## src/rtl/oled_pkg.sv

```systemverilog
// oled_pkg: shared OLED display-RAM constants and write-arbiter state encoding
// Holds the display RAM geometry (1024 x 8), the default clear fill value and
// the arbiter FSM states used by oled_ram_wr_arbiter.
package oled_pkg;

    localparam int OLED_RAM_DEPTH = 1024;
    localparam int OLED_RAM_AW    = 10;
    localparam int OLED_RAM_DW    = 8;

    localparam logic [OLED_RAM_DW-1:0] OLED_CLR_FILL = 8'h00;

    typedef enum logic [1:0] {
        ARB_IDLE,
        ARB_GRANT,
        ARB_CLEAR
    } arb_state_t;

endpackage

```

## src/rtl/oled_rr_pick.sv

```systemverilog
// oled_rr_pick: combinational rotating-priority encoder
// Ports:
//   req     in  N        request vector
//   rr_ptr  in  PW       index with highest priority this cycle
//   winner  out N        one-hot first set bit of req at or above rr_ptr, wrapping
//   valid   out 1        any request present
module oled_rr_pick #(
    parameter int N  = 3,
    parameter int PW = $clog2(N)
) (
    input  logic [N-1:0]  req,
    input  logic [PW-1:0] rr_ptr,
    output logic [N-1:0]  winner,
    output logic          valid
);

    // Two passes: indices at/above the pointer first, then the wrapped range.
    always_comb begin
        winner = '0;
        valid  = 1'b0;
        for (int i = 0; i < N; i++) begin
            if (!valid && req[i] && i >= int'(rr_ptr)) begin
                winner[i] = 1'b1;
                valid     = 1'b1;
            end
        end
        for (int i = 0; i < N; i++) begin
            if (!valid && req[i] && i < int'(rr_ptr)) begin
                winner[i] = 1'b1;
                valid     = 1'b1;
            end
        end
    end

endmodule

```

## src/rtl/oled_ram_wr_arbiter.sv

```systemverilog
// oled_ram_wr_arbiter: round-robin owner of the display RAM write port with built-in clear and hold timeout
// Ports:
//   clk, rst             clock (clk_1m) and synchronous active-high reset
//   req                  per-requester ownership request (level)
//   wren_i/wraddress_i/data_i  per-requester write bus, requester i at slice i
//   clr_req              single-cycle pulse requesting a full-RAM clear
//   gnt                  registered one-hot grant
//   wren/wraddress/data  registered RAM write port
//   clr_busy, clr_done   clear running / one-cycle done pulse
//   timeout_err          one-cycle pulse on forced revoke
module oled_ram_wr_arbiter
    import oled_pkg::*;
#(
    parameter int                 N_REQ    = 3,
    parameter int                 ADDR_W   = OLED_RAM_AW,
    parameter int                 DATA_W   = OLED_RAM_DW,
    parameter int                 DEPTH    = OLED_RAM_DEPTH,
    parameter logic [DATA_W-1:0]  CLR_VAL  = DATA_W'(OLED_CLR_FILL),
    parameter int                 MAX_HOLD = 2048
) (
    input  logic                      clk,
    input  logic                      rst,
    input  logic [N_REQ-1:0]          req,
    input  logic [N_REQ-1:0]          wren_i,
    input  logic [N_REQ*ADDR_W-1:0]   wraddress_i,
    input  logic [N_REQ*DATA_W-1:0]   data_i,
    input  logic                      clr_req,
    output logic [N_REQ-1:0]          gnt,
    output logic                      wren,
    output logic [ADDR_W-1:0]         wraddress,
    output logic [DATA_W-1:0]         data,
    output logic                      clr_busy,
    output logic                      clr_done,
    output logic                      timeout_err
);

    localparam int PW = $clog2(N_REQ);
    localparam int HW = $clog2(MAX_HOLD);

    arb_state_t        state, state_d;
    logic [PW-1:0]     rr_ptr, rr_ptr_d, owner, owner_d, win_idx;
    logic [HW-1:0]     hold_cnt, hold_cnt_d;
    logic [ADDR_W-1:0] clr_addr, clr_addr_d;
    logic              clr_pending, clr_pending_d;
    logic [N_REQ-1:0]  win, gnt_d;
    logic              win_valid;
    logic              own_req, own_wren;
    logic [ADDR_W-1:0] own_addr;
    logic [DATA_W-1:0] own_data;
    logic              wren_d, clr_busy_d, clr_done_d, timeout_err_d;
    logic [ADDR_W-1:0] wraddress_d;
    logic [DATA_W-1:0] data_d;

    oled_rr_pick #(.N(N_REQ), .PW(PW)) u_pick (
        .req    (req),
        .rr_ptr (rr_ptr),
        .winner (win),
        .valid  (win_valid)
    );

    // Owner's bus selected by index; winner one-hot converted back to an index.
    always_comb begin
        own_req  = 1'b0;
        own_wren = 1'b0;
        own_addr = '0;
        own_data = '0;
        win_idx  = '0;
        for (int i = 0; i < N_REQ; i++) begin
            if (owner == PW'(i)) begin
                own_req  = req[i];
                own_wren = wren_i[i];
                own_addr = wraddress_i[i*ADDR_W +: ADDR_W];
                own_data = data_i[i*DATA_W +: DATA_W];
            end
            if (win[i])
                win_idx = PW'(i);
        end
    end

    always_comb begin
        state_d       = state;
        rr_ptr_d      = rr_ptr;
        owner_d       = owner;
        hold_cnt_d    = hold_cnt;
        clr_addr_d    = clr_addr;
        clr_pending_d = clr_pending | (clr_req && state != ARB_IDLE);
        gnt_d         = '0;
        wren_d        = 1'b0;
        wraddress_d   = wraddress;
        data_d        = data;
        clr_busy_d    = 1'b0;
        clr_done_d    = 1'b0;
        timeout_err_d = 1'b0;
        case (state)
            ARB_IDLE: begin
                // First clear write is issued on entry so clr_busy covers exactly the writes.
                if (clr_pending || clr_req) begin
                    state_d       = ARB_CLEAR;
                    clr_pending_d = 1'b0;
                    clr_busy_d    = 1'b1;
                    clr_addr_d    = '0;
                    wren_d        = 1'b1;
                    wraddress_d   = '0;
                    data_d        = CLR_VAL;
                end else if (win_valid) begin
                    state_d    = ARB_GRANT;
                    gnt_d      = win;
                    owner_d    = win_idx;
                    hold_cnt_d = '0;
                end
            end
            ARB_GRANT: begin
                if (!own_req || hold_cnt == HW'(MAX_HOLD - 1)) begin
                    state_d       = ARB_IDLE;
                    rr_ptr_d      = (owner == PW'(N_REQ - 1)) ? '0 : owner + 1'b1;
                    timeout_err_d = own_req;
                end else begin
                    gnt_d       = gnt;
                    wren_d      = own_wren;
                    wraddress_d = own_addr;
                    data_d      = own_data;
                    hold_cnt_d  = hold_cnt + 1'b1;
                end
            end
            ARB_CLEAR: begin
                // clr_addr tracks the address currently presented on the RAM port.
                if (clr_addr == ADDR_W'(DEPTH - 1)) begin
                    state_d    = ARB_IDLE;
                    clr_done_d = 1'b1;
                    clr_addr_d = '0;
                end else begin
                    clr_busy_d  = 1'b1;
                    wren_d      = 1'b1;
                    clr_addr_d  = clr_addr + 1'b1;
                    wraddress_d = clr_addr + 1'b1;
                    data_d      = CLR_VAL;
                end
            end
            default: state_d = ARB_IDLE;
        endcase
    end

    always_ff @(posedge clk) begin
        if (rst) begin
            state       <= ARB_IDLE;
            rr_ptr      <= '0;
            owner       <= '0;
            hold_cnt    <= '0;
            clr_addr    <= '0;
            clr_pending <= 1'b0;
            gnt         <= '0;
            wren        <= 1'b0;
            wraddress   <= '0;
            data        <= '0;
            clr_busy    <= 1'b0;
            clr_done    <= 1'b0;
            timeout_err <= 1'b0;
        end else begin
            state       <= state_d;
            rr_ptr      <= rr_ptr_d;
            owner       <= owner_d;
            hold_cnt    <= hold_cnt_d;
            clr_addr    <= clr_addr_d;
            clr_pending <= clr_pending_d;
            gnt         <= gnt_d;
            wren        <= wren_d;
            wraddress   <= wraddress_d;
            data        <= data_d;
            clr_busy    <= clr_busy_d;
            clr_done    <= clr_done_d;
            timeout_err <= timeout_err_d;
        end
    end

endmodule

```

## config.mk

```make
export PLATFORM = sky130hd
export DESIGN_NAME = oled_ram_wr_arbiter
export DESIGN_NICKNAME = d
export VERILOG_FILES = /design/src/rtl/oled_pkg.sv /design/src/rtl/oled_rr_pick.sv /design/src/rtl/oled_ram_wr_arbiter.sv
export SDC_FILE = /design/constraint.sdc
export NUM_CORES = 1
export LEC_CHECK = 0
export ABC_CLOCK_PERIOD_IN_PS = 3000
export CORE_ASPECT_RATIO = 1.4
export CORE_MARGIN = 1
export CORE_UTILIZATION = 45
export DETAILED_ROUTE_END_ITERATION = 16
export MAX_ROUTING_LAYER = met4
export PLACE_DENSITY = 0.8
export RECOVER_POWER = 25
export SLEW_MARGIN = 20
export SYNTH_ARGS = -nofsm -noshare
export SYNTH_HDL_FRONTEND = slang
export SYNTH_SLANG_ARGS = --single-unit
export TNS_END_PERCENT = 5
```

## constraint.sdc

```tcl
create_clock -name clk -period 3 [get_ports clk]
set_input_delay 0.6 -clock clk [delete_from_list [all_inputs] [get_ports clk]]
set_output_delay 0.6 -clock clk [all_outputs]
set_load 0.03 [all_outputs]
```

==> impl_metrics.csv, run 1 <==
group,metric,value,unit
logic_synthesis,synth_ff_type,"dfxtp_1",
cells_and_area,final_core_utilization,62.9,%
timing,rsz0062_at_grt,"false",
timing,max_slew.worst_pin.slew,1.16,ns
clocking,ctsLongestPathBuffers,2,
cells_and_area,antenna_diodes,0,
timing,finalWorstSetupSlack,0.544,ns
clocking,cts.repair.resized,0,
min_path,holdCritPathClass,"flip-flop to flip-flop",
detailed_routing,viasPerCell,6.05,
timing,setup_viol_count_final,0,
worst_setup_path,critical_path.endpoint_type,"flip-flop",
power_and_ir_drop,powerDensity,479,nW/µm²
logic_synthesis,synth.lib_cells_used.distinct,53,
logic_synthesis,synth.yosys.seq_area_share,34.0,%
timing,final_max_slew_viol_count,0,
clocking,worstSkewPairLatency,0.30,ns
timing,fin_worst_skew,0.00844,ns
logic_synthesis,netlist_top_cells_area,"dfxtp_1 (34%), a21oi_1 (7.2%), mux2i_1 (7.0%), nand2_1 (4.7%), o21ai_1 (3.7%)",
cells_and_area,layout.filler_cells,590,
clocking,cts_setup_buffers,0,
die,dieHeight,101,µm
logic_synthesis,synth_top_area_cell,"dfxtp_1",
logic_synthesis,async_s_r_ff_share_synth,0,%
cells_and_area,layout.nets,546,
run_status,outcome,"finished, final reports clean",
clocking,tritoncts,"done",
cells_and_area,area_delta_synth_final,34.0,%
timing,final_min_period_over_clock_period,81.9,%
logic_synthesis,fraction_of_synthesized_cell_area_taken_by_the_top_area_cell_type,34.0,%
grt,via_count_of_the_first_global_routing_pass,3293,
grt,grt_antenna_before_repair,0,
worst_setup_path,arrival,2.66,ns
die,chipWidth,72.4,µm
detailed_routing,post-route-drc-count,0,
timing,max_freq,0.407,GHz
cells_and_area,layout_common_cells,"clkdlybuf4s50_1 (73), dfxtp_1 (53), a21oi_1 (45)",
worst_setup_path,timing.reg2reg.worst_path_depth,7,
clocking,htree_levels,2,
detailed_routing,postRouteAntennaNets,0,
timing,final.setup.tns,0,ns
timing,relSlewSlack,22.6,%
clocking,clk_root_buffer_cell,"clkbuf_8",
logic_synthesis,syn-instance-count,396,
logic_synthesis,synthesis.area_per_instance,7.89,µm²
grt,pin_count_of_the_biggest_net_entering_global_routing,25,
detailed_routing,detail_route.wirelength,9420,µm
timing,timing.final.crit_period,2.46,ns
cells_and_area,final_layout_size_suffix_gt1_share,6.72,%
worst_setup_path,worst_ep_required,3.20,ns
die,ports,88,
timing,finalHoldViolations,0,
placement,numPortBuffers,87,
placement,finalWeightedCongestion,0.907,
flow_run,max_cap_viol_count,0,
min_path,min_path_cells,2,
power_and_ir_drop,static-leakage-power,1.46,nW
worst_setup_path,timing.critical_path.from_type,"input port",
placement,detailedPlace.worstSlack,0.337,ns
grt,groute.usage.overall,27.4,%
logic_synthesis,postSynthRegisterBits,53,
detailed_routing,post_drt_wl_per_cell,16.6,µm
cells_and_area,layout_commonest_cell,"clkdlybuf4s50_1",
logic_synthesis,number_of_enable_type_register_cells_in_the_synthesized_netlist,0,
clocking,post_cts_hold_buffer_count,0,
logic_synthesis,syn-cell-area,3120,µm²
grt,wire_length_of_the_first_global_routing_pass,15400,µm
worst_setup_path,timing.setup.critical_path_class,"input port to flip-flop",
grt,grt_overflow_total,0,
die,dieArea,7280,µm²
clocking,cts.reportedPaths.clkPinSlew,0.09,ns
detailed_routing,firstDrtPassIters,5,
clocking,numCtsBuffers,5,
logic_synthesis,synth_nets,466,
power_and_ir_drop,peakVddDrop,279,µV
worst_setup_path,worst_r2r_setup_slack,0.63,ns
placement,hpwl,7040,µm
die,core_region_area,6660,µm²
detailed_routing,total_via_count_in_the_routed_design,3437,
detailed_routing,drt-initial-drc-count,232,
worst_setup_path,crit_path_max_fanout,23,
logic_synthesis,synth.yosys.warnings,0,
die,floorplan.initialDensity,46.9,%
die,rows,35,
clocking,clock-sinks,53,
timing,hold_ws,0.469,ns
-- stage by stage --
step	area, µm²	instances	power [W]
floorplan	3120	396	0.00129
global placement	4100	561	0.00159
detailed placement	4100	561	0.00161
CTS	4190	568	0.00201
global route	4190	568	0.00211
finish	4190	568	0.00201
-- registers in the layout (all words and copies together) (netlist names) --
| signal | flops |
|---|---|
| hold_cnt | 11 |
| clr_addr | 10 |
| wraddress | 10 |
| data | 8 |
| gnt | 3 |
| owner | 2 |
| rr_ptr | 2 |
| state | 2 |
| clr_busy | 1 |
| clr_done | 1 |
| clr_pending | 1 |
| timeout_err | 1 |
| wren | 1 |
-- final timing paths --
path	start	endpoint
worst max register to register	state[0]$_SDFFE_PP0P_	data[1]$_SDFFE_PP0P_
worst min register to register	gnt[2]$_SDFFE_PP0P_	gnt[2]$_SDFFE_PP0P_
worst max-delay path	rst	hold_cnt[2]$_SDFFE_PP0P_
worst min-delay path	gnt[2]$_SDFFE_PP0P_	gnt[2]$_SDFFE_PP0P_
-- critical path, cell delays in order --
cell           delay [ns]
dlygate4sd3_1        0.67
clkbuf_1             0.89
nor3_2               0.20
a32o_1               0.28
-- cells by family (layout without fill, tap and decap cells) --
family / after synthesis / count (layout) / synth area share, %
compound gates: 133 / 133 / 26.9
flops: 53 / 53 / 34.0
xor+xnor: 4 / 4 / 1.12
simple gates: 140 / 140 / 23.3
fa+ha+maj: 7 / 7 / 2.80
mux: 22 / 22 / 7.05
buf+inv: 37 / 117 / 4.89
-- area by class of cell --
class | count | area, µm² | area share [%]
repair buffers | 103 | 987 | 23.6
clock buffers | 7 | 86.3 | 2.06
flip-flops and latches | 53 | 1060 | 25.3
multi-input cells | 306 | 1910 | 45.6
inverters | 7 | 26.3 | 0.628
well taps | 92 | 115 | 2.75
-- synthesized netlist by cell type, types with 4 or more instances --
library cell   n
dfxtp_1       53
a21oi_1       45
nand2_1       39
o21ai_1       23
mux2i_1       22
clkbuf_1      20
nor2_1        20
o21ai_0       17
nand3_1       16
nand4_1       16
or3_1         10
buf_2          8
nor3_1         8
a22o_1         7
ha_1           7
inv_1          6
nor2b_1        6
a2bb2oi_1      5
nor4_1         5
o2bb2ai_1      5
a22oi_1        4
o2111ai_1      4
o211ai_1       4
or2_2          4
-- power breakdown --
part | internal (W) | switching, W
Clock | 0.000184 | 0.000223
Combinational | 0.000305 | 0.000505
Sequential | 0.000747 | 0.0000409
-- layer usage --
metal / up-vias / global-route usage (%) / routed length [µm]
li1: 1627 / - / -
met3: 24 / 3.40 / 456
met5: - / - / 0
met4: 0 / 10.4 / 257
met2: 129 / 47.6 / 4930
met1: 1657 / 31.8 / 3780
No activity file was read; power rests on OpenSTA's default activity.
==> run 2: changes to the inputs <==
ABC_CLOCK_PERIOD_IN_PS = 2200   (was 3000)
CORE_UTILIZATION = 44   (was 45)
PLACE_DENSITY = 0.81   (was 0.8)
clock period = 2.2 ns   (was 3 ns; I/O delays follow)
==> run 2 against run 1 <==
Effect of this change: non-clock buffer count up 16; hold slack worse by 0.0052 ns; register-to-register slack worse by 0.47 ns; critical path type unchanged; highest routed layer unchanged; sequential power up 36%; sequential cell count unchanged.
==> impl_metrics.csv, run 2 (synthesis gave the netlist of run 1 again) <==
group,metric,value,unit
run_status,outcome,"finished, final reports clean",
grt,pin_count_of_the_biggest_net_entering_global_routing,27,
timing,timing.final.crit_period,2.04,ns
placement,numPortBuffers,87,
timing,hold_ws,0.464,ns
flow_run,max_cap_viol_count,0,
die,rows,36,
clocking,clk_root_buffer_cell,"clkbuf_8",
cells_and_area,layoutNonFillerInstCount,588,
min_path,min_path_cells,2,
min_path,min-delay-start,"gnt[0]$_SDFFE_PP0P_",
worst_setup_path,timing.rr.start,"state[0]$_SDFFE_PP0P_",
detailed_routing,post_drt_wl_per_cell,16.2,µm
clocking,numCtsBuffers,5,
cells_and_area,largest_registers,"hold_cnt x11, clr_addr x10, wraddress x10",
cells_and_area,final_layout_size_suffix_gt1_share,9.94,%
timing,setup_viol_count_final,0,
grt,grt_antenna_before_repair,0,
min_path,hold_path_end,"gnt[0]$_SDFFE_PP0P_",
worst_setup_path,arrival,2.29,ns
worst_setup_path,crit_path_max_fanout,7,
placement,detailedPlace.worstSlack,-0.134,ns
cells_and_area,final_core_utilization,62.9,%
cells_and_area,layout_commonest_cell,"clkdlybuf4s50_1",
cells_and_area,layout_common_cells,"clkdlybuf4s50_1 (72), dfxtp_1 (53), a21oi_1 (45)",
placement,hpwl,7160,µm
clocking,htree_levels,2,
timing,rsz0062_at_grt,"false",
timing,finalHoldViolations,0,
worst_setup_path,reg2reg_to,"wraddress[0]$_SDFFE_PP0P_",
worst_setup_path,critical_path.max_stage_delay,0.48,ns
worst_setup_path,startpoint,"req[2]",
timing,finalWorstSetupSlack,0.160,ns
grt,grt_overflow_total,0,
clocking,cts_setup_buffers,0,
placement,numPlacedInstances,580,
cells_and_area,layout.nets,562,
min_path,holdCritPathClass,"flip-flop to flip-flop",
grt,groute.usage.overall,27.5,%
worst_setup_path,worst_r2r_setup_slack,0.16,ns
placement,finalWeightedCongestion,0.945,
worst_setup_path,crit_path_cell_trace,"clkdlybuf4s50_1 > mux2i_1 > o21a_1 > or3_1 > buf_4 > nor3_2 > a22o_1",
detailed_routing,detail_route.wirelength,9510,µm
detailed_routing,drt-initial-drc-count,233,
cells_and_area,layout.filler_cells,578,
timing,relSlewSlack,60.1,%
timing,fin_worst_skew,0.00865,ns
cells_and_area,largest_register_ffs,11,
detailed_routing,postRouteAntennaNets,0,
die,ports,88,
timing,max_slew.worst_pin.slew,0.599,ns
die,floorplan.initialDensity,45.3,%
worst_setup_path,critical-path-slowest-cell,"clkdlybuf4s50_1",
worst_setup_path,timing.setup.critical_path_class,"input port to flip-flop",
detailed_routing,post-route-drc-count,0,
timing,final_min_period_over_clock_period,92.7,%
timing,final_max_slew_viol_count,0,
power_and_ir_drop,powerDensity,666,nW/µm²
cells_and_area,antenna_diodes,0,
die,dieHeight,102,µm
die,core_region_area,6890,µm²
clocking,ctsLongestPathBuffers,2,
detailed_routing,viasPerCell,5.85,
clocking,worstSkewPairLatency,0.31,ns
cells_and_area,area_delta_synth_final,38.8,%
detailed_routing,total_via_count_in_the_routed_design,3442,
worst_setup_path,timing.critical_path.from_type,"input port",
power_and_ir_drop,static-leakage-power,1.56,nW
clocking,tritoncts,"done",
die,dieArea,7450,µm²
die,chipWidth,73.2,µm
grt,via_count_of_the_first_global_routing_pass,3384,
detailed_routing,firstDrtPassIters,5,
worst_setup_path,timing.reg2reg.worst_path_depth,8,
worst_setup_path,worst_ep_required,2.45,ns
clocking,cts.reportedPaths.clkPinSlew,0.10,ns
clocking,clock-sinks,53,
cells_and_area,top_register,"hold_cnt",
timing,max_freq,0.490,GHz
worst_setup_path,critical_path.endpoint_type,"flip-flop",
power_and_ir_drop,peakVddDrop,363,µV
grt,wire_length_of_the_first_global_routing_pass,15400,µm
## run 2: cell types whose count changed in the layout (fill, tap and decap cells not counted)
cell             change
clkbuf_8             +1
clkdlybuf4s50_1      -1
dlygate4sd3_1        +1
buf_6                +1
clkinv_2             +1
buf_4               +12
buf_12               +1
clkbuf_2             +1
## run 2: repair_timing
| item | 4_1_cts | 5_1_grt |
|---|---|---|
| setup endpoints to repair | 0 | 1 |
| hold buffers | 0 | 0 |
| gates resized for setup | 0 | 1 |
## run 2: worst max-delay path, delay by kind of cell
kind | cells | cell delay [ns]
buffers and inverters | 2 | 0.66
AO/OA/AOI/OAI | 2 | 0.40
AND/OR/NAND/NOR | 2 | 0.70
multiplexers | 1 | 0.09
## run 2: worst max-delay path by stage
| stage | to | slack [ns] | depth (start not counted) |
|---|---|---|---|
| floorplan | hold_cnt[6]$_SDFFE_PP0P_ | 0.13 | 8 |
| global placement | hold_cnt[8]$_SDFFE_PP0P_ | -0.09 | 7 |
| detailed placement | hold_cnt[4]$_SDFFE_PP0P_ | -0.13 | 7 |
| CTS | hold_cnt[4]$_SDFFE_PP0P_ | 0.17 | 7 |
| global route | wraddress[9]$_SDFFE_PP0P_ | 0.03 | 9 |
| finish | hold_cnt[4]$_SDFFE_PP0P_ | 0.16 | 7 |
## run 2: layout make-up
class                      instances  area (µm²)  area share, %
clock inverter                     1        5.00          0.115
sequential                        53        1060           24.5
tap                               95         119           2.74
inverter                           7        26.3          0.606
timing repair buffer             119        1120           25.8
multi-input combinational        306        1910           44.1
clock buffer                       7        96.3           2.22
## run 2: where the power goes
| group | switching, W | internal [W] |
|---|---|---|
| registers | 0.0000489 | 0.00102 |
| clock network | 0.000317 | 0.000285 |
| logic | 0.000715 | 0.000500 |
| total | 0.00108 | 0.00180 |
## run 2: per-stage QoR
step | TNS (ns) | total power, W | cell area [µm²]
floorplan | 0 | 0.00176 | 3120
global placement | -0.583 | 0.00227 | 4240
detailed placement | -0.922 | 0.00229 | 4240
CTS | 0 | 0.00288 | 4340
global route | 0 | 0.00304 | 4340
finish | 0 | 0.00289 | 4340
## run 2: metal layers
| layer | vias to the layer above | global-route usage [%] | part of all wire [%] |
|---|---|---|---|
| li1 | 1662 | - | - |
| met1 | 1606 | 30.2 | 39 |
| met2 | 135 | 46.8 | 51 |
| met3 | 39 | 4.08 | 5.0 |
| met4 | 0 | 15.4 | 4.7 |
| met5 | - | - | 0 |
